### config.mk
export PLATFORM = sky130hd
export DESIGN_NAME = parity_stream_gen
export DESIGN_NICKNAME = d
export VERILOG_FILES = /design/src/rtl/parity_stream_gen.sv
export SDC_FILE = /design/constraint.sdc
export NUM_CORES = 1
export LEC_CHECK = 0
export CAP_MARGIN = 20
export CORE_MARGIN = 4
export CORE_UTILIZATION = 54
export DETAILED_ROUTE_END_ITERATION = 16
export DONT_BUFFER_PORTS = 1
export PLACE_DENSITY = 0.7
export SYNTH_ARGS = -nofsm -noshare
export SYNTH_HDL_FRONTEND = slang
export SYNTH_SLANG_ARGS = --single-unit
### constraint.sdc
create_clock -name clk -period 1.9 [get_ports clk]
set_clock_uncertainty 0.15 [all_clocks]
set_input_delay 0.38 -clock clk [delete_from_list [all_inputs] [get_ports clk]]
set_output_delay 0.38 -clock clk [all_outputs]
set_load 0.005 [all_outputs]
### src/rtl/parity_stream_gen.sv
// Registered odd/even parity generator for a valid/ready word stream, with packet parity,
// beat count and overlong-packet flag. Define PARITY_CHECK_EN to add the received-parity checker.
module parity_stream_gen #(
  parameter int WIDTH     = 8,
  parameter int MAX_WORDS = 16,
  localparam int CNT_W    = $clog2(MAX_WORDS + 1)
) (
  input  logic             clk,
  input  logic             rst,
  input  logic             odd_mode,
  input  logic             s_valid,
  output logic             s_ready,
  input  logic [WIDTH-1:0] s_data,
  input  logic             s_last,
  output logic             m_valid,
  input  logic             m_ready,
  output logic [WIDTH-1:0] m_data,
  output logic             m_par,
  output logic             m_last,
  output logic             m_pkt_par,
  output logic [CNT_W-1:0] m_len,
  output logic             m_ovf
`ifdef PARITY_CHECK_EN
  ,
  input  logic             s_par,
  output logic             err,
  output logic [7:0]       err_cnt,
  input  logic             clr_err
`endif
);

  // The internal count must hold MAX_WORDS+1 so overflow stays distinguishable.
  localparam int CNT_INT_W = $clog2(MAX_WORDS + 2);
  localparam logic [CNT_INT_W-1:0] CNT_ONE = CNT_INT_W'(1);
  localparam logic [CNT_INT_W-1:0] CNT_MAX = CNT_INT_W'(MAX_WORDS);
  localparam logic [CNT_INT_W-1:0] CNT_SAT = CNT_INT_W'(MAX_WORDS + 1);
  localparam logic [CNT_W-1:0]     LEN_MAX = CNT_W'(MAX_WORDS);

  typedef enum logic {
    ST_IDLE   = 1'b0,
    ST_IN_PKT = 1'b1
  } state_t;

  function automatic logic f_word_par(input logic [WIDTH-1:0] d);
    return ^d;
  endfunction

  state_t                 r_state;
  logic                   r_acc;
  logic [CNT_INT_W-1:0]   r_cnt;
  logic                   r_mode;
  logic                   r_m_valid;
  logic [WIDTH-1:0]       r_m_data;
  logic                   r_m_par;
  logic                   r_m_last;
  logic                   r_m_pkt_par;
  logic [CNT_W-1:0]       r_m_len;
  logic                   r_m_ovf;

  logic                   w_accept;
  logic                   w_in_idle;
  logic                   w_word_par;
  logic                   w_mode_eff;
  logic                   w_acc_next;
  logic [CNT_INT_W-1:0]   w_cnt_next;
  logic [CNT_W-1:0]       w_len_next;
  logic                   w_ovf_next;

  assign s_ready = !r_m_valid || m_ready;

  // Next-beat parity, mode and count; the first beat of a packet takes the live odd_mode.
  always_comb begin
    w_accept   = s_valid && s_ready;
    w_in_idle  = (r_state == ST_IDLE);
    w_word_par = f_word_par(s_data);
    w_mode_eff = r_mode;
    w_acc_next = 1'b0;
    w_cnt_next = CNT_ONE;
    if (w_in_idle) begin
      w_mode_eff = odd_mode;
      w_acc_next = w_word_par;
      w_cnt_next = CNT_ONE;
    end else begin
      w_mode_eff = r_mode;
      w_acc_next = r_acc ^ w_word_par;
      if (r_cnt >= CNT_SAT) begin
        w_cnt_next = CNT_SAT;
      end else begin
        w_cnt_next = r_cnt + CNT_ONE;
      end
    end
    if (w_cnt_next > CNT_MAX) begin
      w_len_next = LEN_MAX;
      w_ovf_next = 1'b1;
    end else begin
      w_len_next = w_cnt_next[CNT_W-1:0];
      w_ovf_next = 1'b0;
    end
  end

  // Packet FSM and the single output register stage.
  always_ff @(posedge clk) begin
    if (rst) begin
      r_state     <= ST_IDLE;
      r_acc       <= 1'b0;
      r_cnt       <= '0;
      r_mode      <= 1'b1;
      r_m_valid   <= 1'b0;
      r_m_data    <= '0;
      r_m_par     <= 1'b0;
      r_m_last    <= 1'b0;
      r_m_pkt_par <= 1'b0;
      r_m_len     <= '0;
      r_m_ovf     <= 1'b0;
    end else if (w_accept) begin
      r_m_valid <= 1'b1;
      r_m_data  <= s_data;
      r_m_par   <= w_word_par ^ w_mode_eff;
      r_m_last  <= s_last;
      case (r_state)
        ST_IDLE:   r_mode <= odd_mode;
        ST_IN_PKT: r_mode <= r_mode;
        default:   r_mode <= r_mode;
      endcase
      if (s_last) begin
        r_state     <= ST_IDLE;
        r_acc       <= 1'b0;
        r_cnt       <= '0;
        r_m_pkt_par <= w_acc_next ^ w_mode_eff;
        r_m_len     <= w_len_next;
        r_m_ovf     <= w_ovf_next;
      end else begin
        r_state     <= ST_IN_PKT;
        r_acc       <= w_acc_next;
        r_cnt       <= w_cnt_next;
        r_m_pkt_par <= 1'b0;
        r_m_len     <= '0;
        r_m_ovf     <= 1'b0;
      end
    end else if (m_ready) begin
      // Word popped with nothing behind it: packet fields must read as zero while idle.
      r_m_valid   <= 1'b0;
      r_m_pkt_par <= 1'b0;
      r_m_len     <= '0;
      r_m_ovf     <= 1'b0;
    end else begin
      r_m_valid <= r_m_valid;
    end
  end

  assign m_valid   = r_m_valid;
  assign m_data    = r_m_data;
  assign m_par     = r_m_par;
  assign m_last    = r_m_last;
  assign m_pkt_par = r_m_pkt_par;
  assign m_len     = r_m_len;
  assign m_ovf     = r_m_ovf;

`ifdef PARITY_CHECK_EN
  logic       r_err;
  logic [7:0] r_err_cnt;
  logic       w_mismatch;

  assign w_mismatch = w_accept && (s_par != (w_word_par ^ w_mode_eff));

  // Received-parity error pulse and saturating error count; clear loses to a coincident error.
  always_ff @(posedge clk) begin
    if (rst) begin
      r_err     <= 1'b0;
      r_err_cnt <= 8'd0;
    end else begin
      r_err <= w_mismatch;
      if (clr_err) begin
        r_err_cnt <= w_mismatch ? 8'd1 : 8'd0;
      end else if (w_mismatch && (r_err_cnt != 8'hFF)) begin
        r_err_cnt <= r_err_cnt + 8'd1;
      end else begin
        r_err_cnt <= r_err_cnt;
      end
    end
  end

  assign err     = r_err;
  assign err_cnt = r_err_cnt;
`endif

endmodule

# == After elaboration in Yosys (flattened, before gate mapping) ==
# Index checks and enable logic that the tools add are counted.
# classes
bitwise_logic,4
n_mux,19
n_lt_le_gt_ge,2
n_reduce_logical,6
addsub,1
# op_table
op,count
5-bit two-way mux,7
1-bit two-way mux,12
8-bit XOR reduction,1
"5-bit by 1-bit adder with 5-bit output, second input constant",1
"5-bit greater-or-equal comparator, second input constant",1
"5-bit greater-than comparator, second input constant",1
1-bit bitwise XOR,3
2-bit AND reduction,1
2-bit nonzero test,1
1-bit logical AND,1
1-bit logical NOT,1
1-bit logical OR,1
1-bit inverter,1
# totals
out_inout_bits,19
inputBits,14
wordCells,43
regBits,26

# == Logic depth before layout (Yosys ltp) ==
# depth
depth_word,7
ltp_mapped,6
depth_no_buf,6

# == Worst setup path before layout ==
# Ideal clock, no wire load.
# synth_timing
kind,register -> register
from,register r_cnt[0]
to,"register r_m_ovf, in the netlist m_ovf"
synth_period_minus_slack_ps,1798
arrival_time_ps,1578
path_stages_with_launch,7
required_ps,1679
slack_ps,102
n_path_buf,0
setup_ps,71
path_cell_list,dfxtp_1 -> ha_1 -> and3_2 -> o21ai_0 -> or2_2 -> a31o_2 -> a21oi_1
# synth_via
elab_chain_len,7
elab_cells_between_ends,8
cone_classes,1 x add/sub; 2 x order compare; 5 x mux
# synth_lines
element,line_no,rtl
start: declaration,50,logic [CNT_INT_W-1:0] r_cnt;
start signal: assignment,135,r_cnt <= w_cnt_next;
5-bit by 1-bit adder with 5-bit output / 5-bit greater-or-equal comparator (equally long branches),"89, 86",
5-bit two-way mux *,86,if (r_cnt >= CNT_SAT) begin
5-bit two-way mux *,79,if (w_in_idle) begin
5-bit greater-than comparator *,92,if (w_cnt_next > CNT_MAX) begin
1-bit two-way mux *,92,
1-bit two-way mux *,125,if (s_last) begin
1-bit two-way mux *,115,end else if (w_accept) begin
end signal: assignment,131,r_m_ovf <= w_ovf_next;
end: declaration,58,logic r_m_ovf;
# Every way passes the cells marked *; elsewhere a longest branch is shown, timed or not.
# A chain may end at the register's enable or synchronous reset.

# == Worst setup path after layout ==
# layout_timing
from,register r_cnt[2]
to,register r_cnt[2]
# layout_via
elab_chain_len,4
elab_cells_between_ends,5
cone_classes,1 x add/sub; 1 x order compare; 3 x mux
# layout_lines
element,line_no
5-bit by 1-bit adder with 5-bit output / 5-bit greater-or-equal comparator (equally long branches),"89, 86"
5-bit two-way mux *,86
5-bit two-way mux *,79
5-bit two-way mux *,125
# Marks and branches as above.

==> impl_metrics.json <==
{
  "outcome": "complete, but fails checks",
  "violations": "negative hold slack",
  "finalHoldViolations": 11,
  "slew_viol_final": 0,
  "path_clk_slew_ps": 120,
  "die_height_um": 55.3,
  "ys_ff_latch": 26,
  "critPathCaptureType": "flop",
  "cts_tree": "yes",
  "crit_type": "flop to flop",
  "wl_per_cell_um": 14.3,
  "placed_cells": 171,
  "dp_slack_ps": -42.8,
  "hold_path_class": "input pin to flop",
  "final.setup.tns_ps": 0,
  "ys.warnings.count": 0,
  "fillCellCount": 178,
  "setup_slack_ps": 57.8,
  "synthCells": 146,
  "rr_worst_depth": 5,
  "mostFrequentLayoutCell": "nand2_1",
  "crit_chain": "or2_4 > o41ai_4 > nand4b_1 > or3b_4 > a21oi_2",
  "nets": 179,
  "slew_headroom_pct": 65.8,
  "worst-path-buf-inv": 0,
  "worst_pin_slew_ps": 513,
  "worstHoldPathCells": 1,
  "port_buffers": 0,
  "coreArea_um2": 2040,
  "initial_core_util_pct": 59.1,
  "place_hpwl_mm": 1.86,
  "cp-start-kind": "flop",
  "rsz0062_at_grt": "no",
  "die_area_um2": 3050,
  "antenna_found_initial": 0,
  "antenna_cells": 0,
  "clockBufferDepth": 2,
  "crit_path_max_incr_delay_ps": 400,
  "ys_seq_area_share_pct": 43.2,
  "syn2layout_area_growth_pct": 21.1,
  "cts_sinks": 26,
  "p_leak_nw": 0.590,
  "instances_no_fill": 188,
  "cts-root-buf": "clkbuf_4",
  "worst_ep_arrival_time_ps": 1940,
  "maxCapViolCount": 0,
  "cp_slowest_cell": "or3b_4",
  "cp_top_family": "simple AND/OR/NAND/NOR gates",
  "min_from": "rst",
  "insertion_delay_ps": 310,
  "syn_area_um2": 1210,
  "design_area_um2": 1460,
  "fmax_ghz": 0.543,
  "vias_per_cell": 5.60,
  "io_pins": 33,
  "whs_ps": -28.4,
  "r2r_slack_ps": 60,
  "dr.pass1.iters": 4,
  "irDropWorstVdd_v": 0.000463,
  "r2r-end": "r_cnt[2]",
  "worstPathMaxFanout": 7,
  "grt_pass1_wl_mm": 4.49,
  "first_iter_violations": 21,
  "fin_crit_sh_pct": 97.0,
  "drive_gt1_share_pct": 15.5,
  "die_width_um": 55.3,
  "wl_mm": 2.70,
  "post-route-util_pct": 71.5,
  "grt_max_degree": 27,
  "grt_pass1_vias": 1009,
  "gp_congestion": 0.782,
  "power_density_nw_per_um2": 682,
  "setup_viol": 0,
  "drc_errors": 0,
  "drtAntennaViolNets": 0,
  "num_rows": 16,
  "vias": 1052,
  "grt_overflow_total": 0,
  "numCtsBuffers": 3,
  "syn_nets": 162,
  "fin_crit_ps": 1840,
  "cp_data_required_time_ps": 2000,
  "final_cell_mix": "nand2_1, dfxtp_1, a21oi_1",
  "min_to": "r_cnt[2]",
  "syn_avg_cell_area_um2": 8.26,
  "placed_area_um2": 1250,
  "grtUsageTotal_pct": 18.0,
  "ctsHtreeMaxLevel": 1,
  "rr_startpoint": "r_cnt[2]",
  "ys_types": 34
}
-- through the flow --
step,hold slack [ps],power (mW)
finish,-28.4,0.995
global route,-67.7,1.06
CTS,-39.8,0.992
detailed placement,303,0.758
global placement,302,0.749
floorplan,298,0.733
-- how the worst max path moves through the flow --
stage / startpoint / endpoint / cells past startpoint
after global placement: r_cnt[1] / r_cnt[2] / 6
after global routing: r_cnt[2] / r_cnt[2] / 5
after detailed placement: r_cnt[1] / r_cnt[2] / 6
final: r_cnt[2] / r_cnt[2] / 5
after CTS: r_cnt[1] / r_cnt[2] / 6
after floorplan: r_cnt[0] / m_ovf / 6
-- metal layers --
metal | vias to the layer above | routed length (µm) | track usage [%]
li1 | 532 | - | -
met1 | 489 | 1230 | 20.8
met2 | 24 | 1250 | 31.3
met3 | 7 | 159 | 4.90
met4 | 0 | 55 | 7.29
met5 | - | 0 | 0
-- report_power, final --
part | internal [mW] | leakage [nW] | switching, mW
combinational | 0.0968 | 0.362 | 0.0805
sequential | 0.570 | 0.215 | 0.0263
clock | 0.0741 | 0.0138 | 0.148
-- what timing repair did --
item	CTS	global route
hold endpoints to repair	23	15
hold buffers	9	3
gates resized for setup	1	13
pin swaps	0	4
setup buffers	0	2
setup endpoints to repair	1	9
cloned	0	0
-- layout make-up --
cell class | count | area (µm²) | area share, %
Timing Repair Buffer | 20 | 188 | 12.9
Tap cell | 27 | 33.8 | 2.31
Clock buffer | 3 | 22.5 | 1.54
Multi-Input combinational cell | 105 | 659 | 45.2
Sequential cell | 26 | 531 | 36.3
Inverter | 7 | 26.3 | 1.80
-- flip-flops by register name (all words and copies together), names as in the netlist --
signal     cells
m_valid        1
m_par          1
r_cnt          5
m_last         1
m_data         8
m_len          5
m_ovf          1
r_state        1
r_acc          1
m_pkt_par      1
r_mode         1
-- logic make-up after synthesis --
family	after synthesis	synth area share, %
buffers and inverters	15	4.67
AND/OR/NAND/NOR	55	21.5
adder cells (fa/ha/maj)	2	2.07
XOR/XNOR	12	9.86
AO/OA/AOI/OAI	35	17.9
flip-flops	26	43.2
multiplexers	1	0.830
-- synthesized netlist by cell type --
cell / number / share of area, %
and3b_1: 1 / 0.73
or3b_1: 1 / 0.73
xnor2_1: 9 / 6.5
or2_2: 1 / 0.52
nor4_1: 1 / 0.52
mux2i_1: 1 / 0.83
o41ai_2: 1 / 1.3
xor2_1: 2 / 1.5
inv_1: 7 / 2.2
o41ai_1: 1 / 0.73
ha_1: 2 / 2.1
a2bb2oi_1: 1 / 0.73
nand3_1: 3 / 1.2
xnor3_1: 1 / 1.9
clkbuf_1: 8 / 2.5
a32oi_1: 1 / 0.73
nand4b_1: 1 / 0.73
nor2_1: 9 / 2.8
o22ai_1: 1 / 0.52
a21oi_1: 19 / 7.9
or2_1: 1 / 0.52
o211ai_1: 1 / 0.62
a22oi_1: 3 / 1.9
nor3_1: 3 / 1.2
and3_2: 2 / 1.2
nand4_1: 1 / 0.52
o311ai_0: 1 / 0.73
nand2b_1: 2 / 1.0
o21ai_0: 5 / 2.1
a31o_2: 1 / 0.73
dfxtp_1: 26 / 43
nor4b_1: 1 / 0.73
and2_1: 1 / 0.52
nand2_1: 27 / 8.4
No activity file was read; power rests on OpenSTA's default activity.
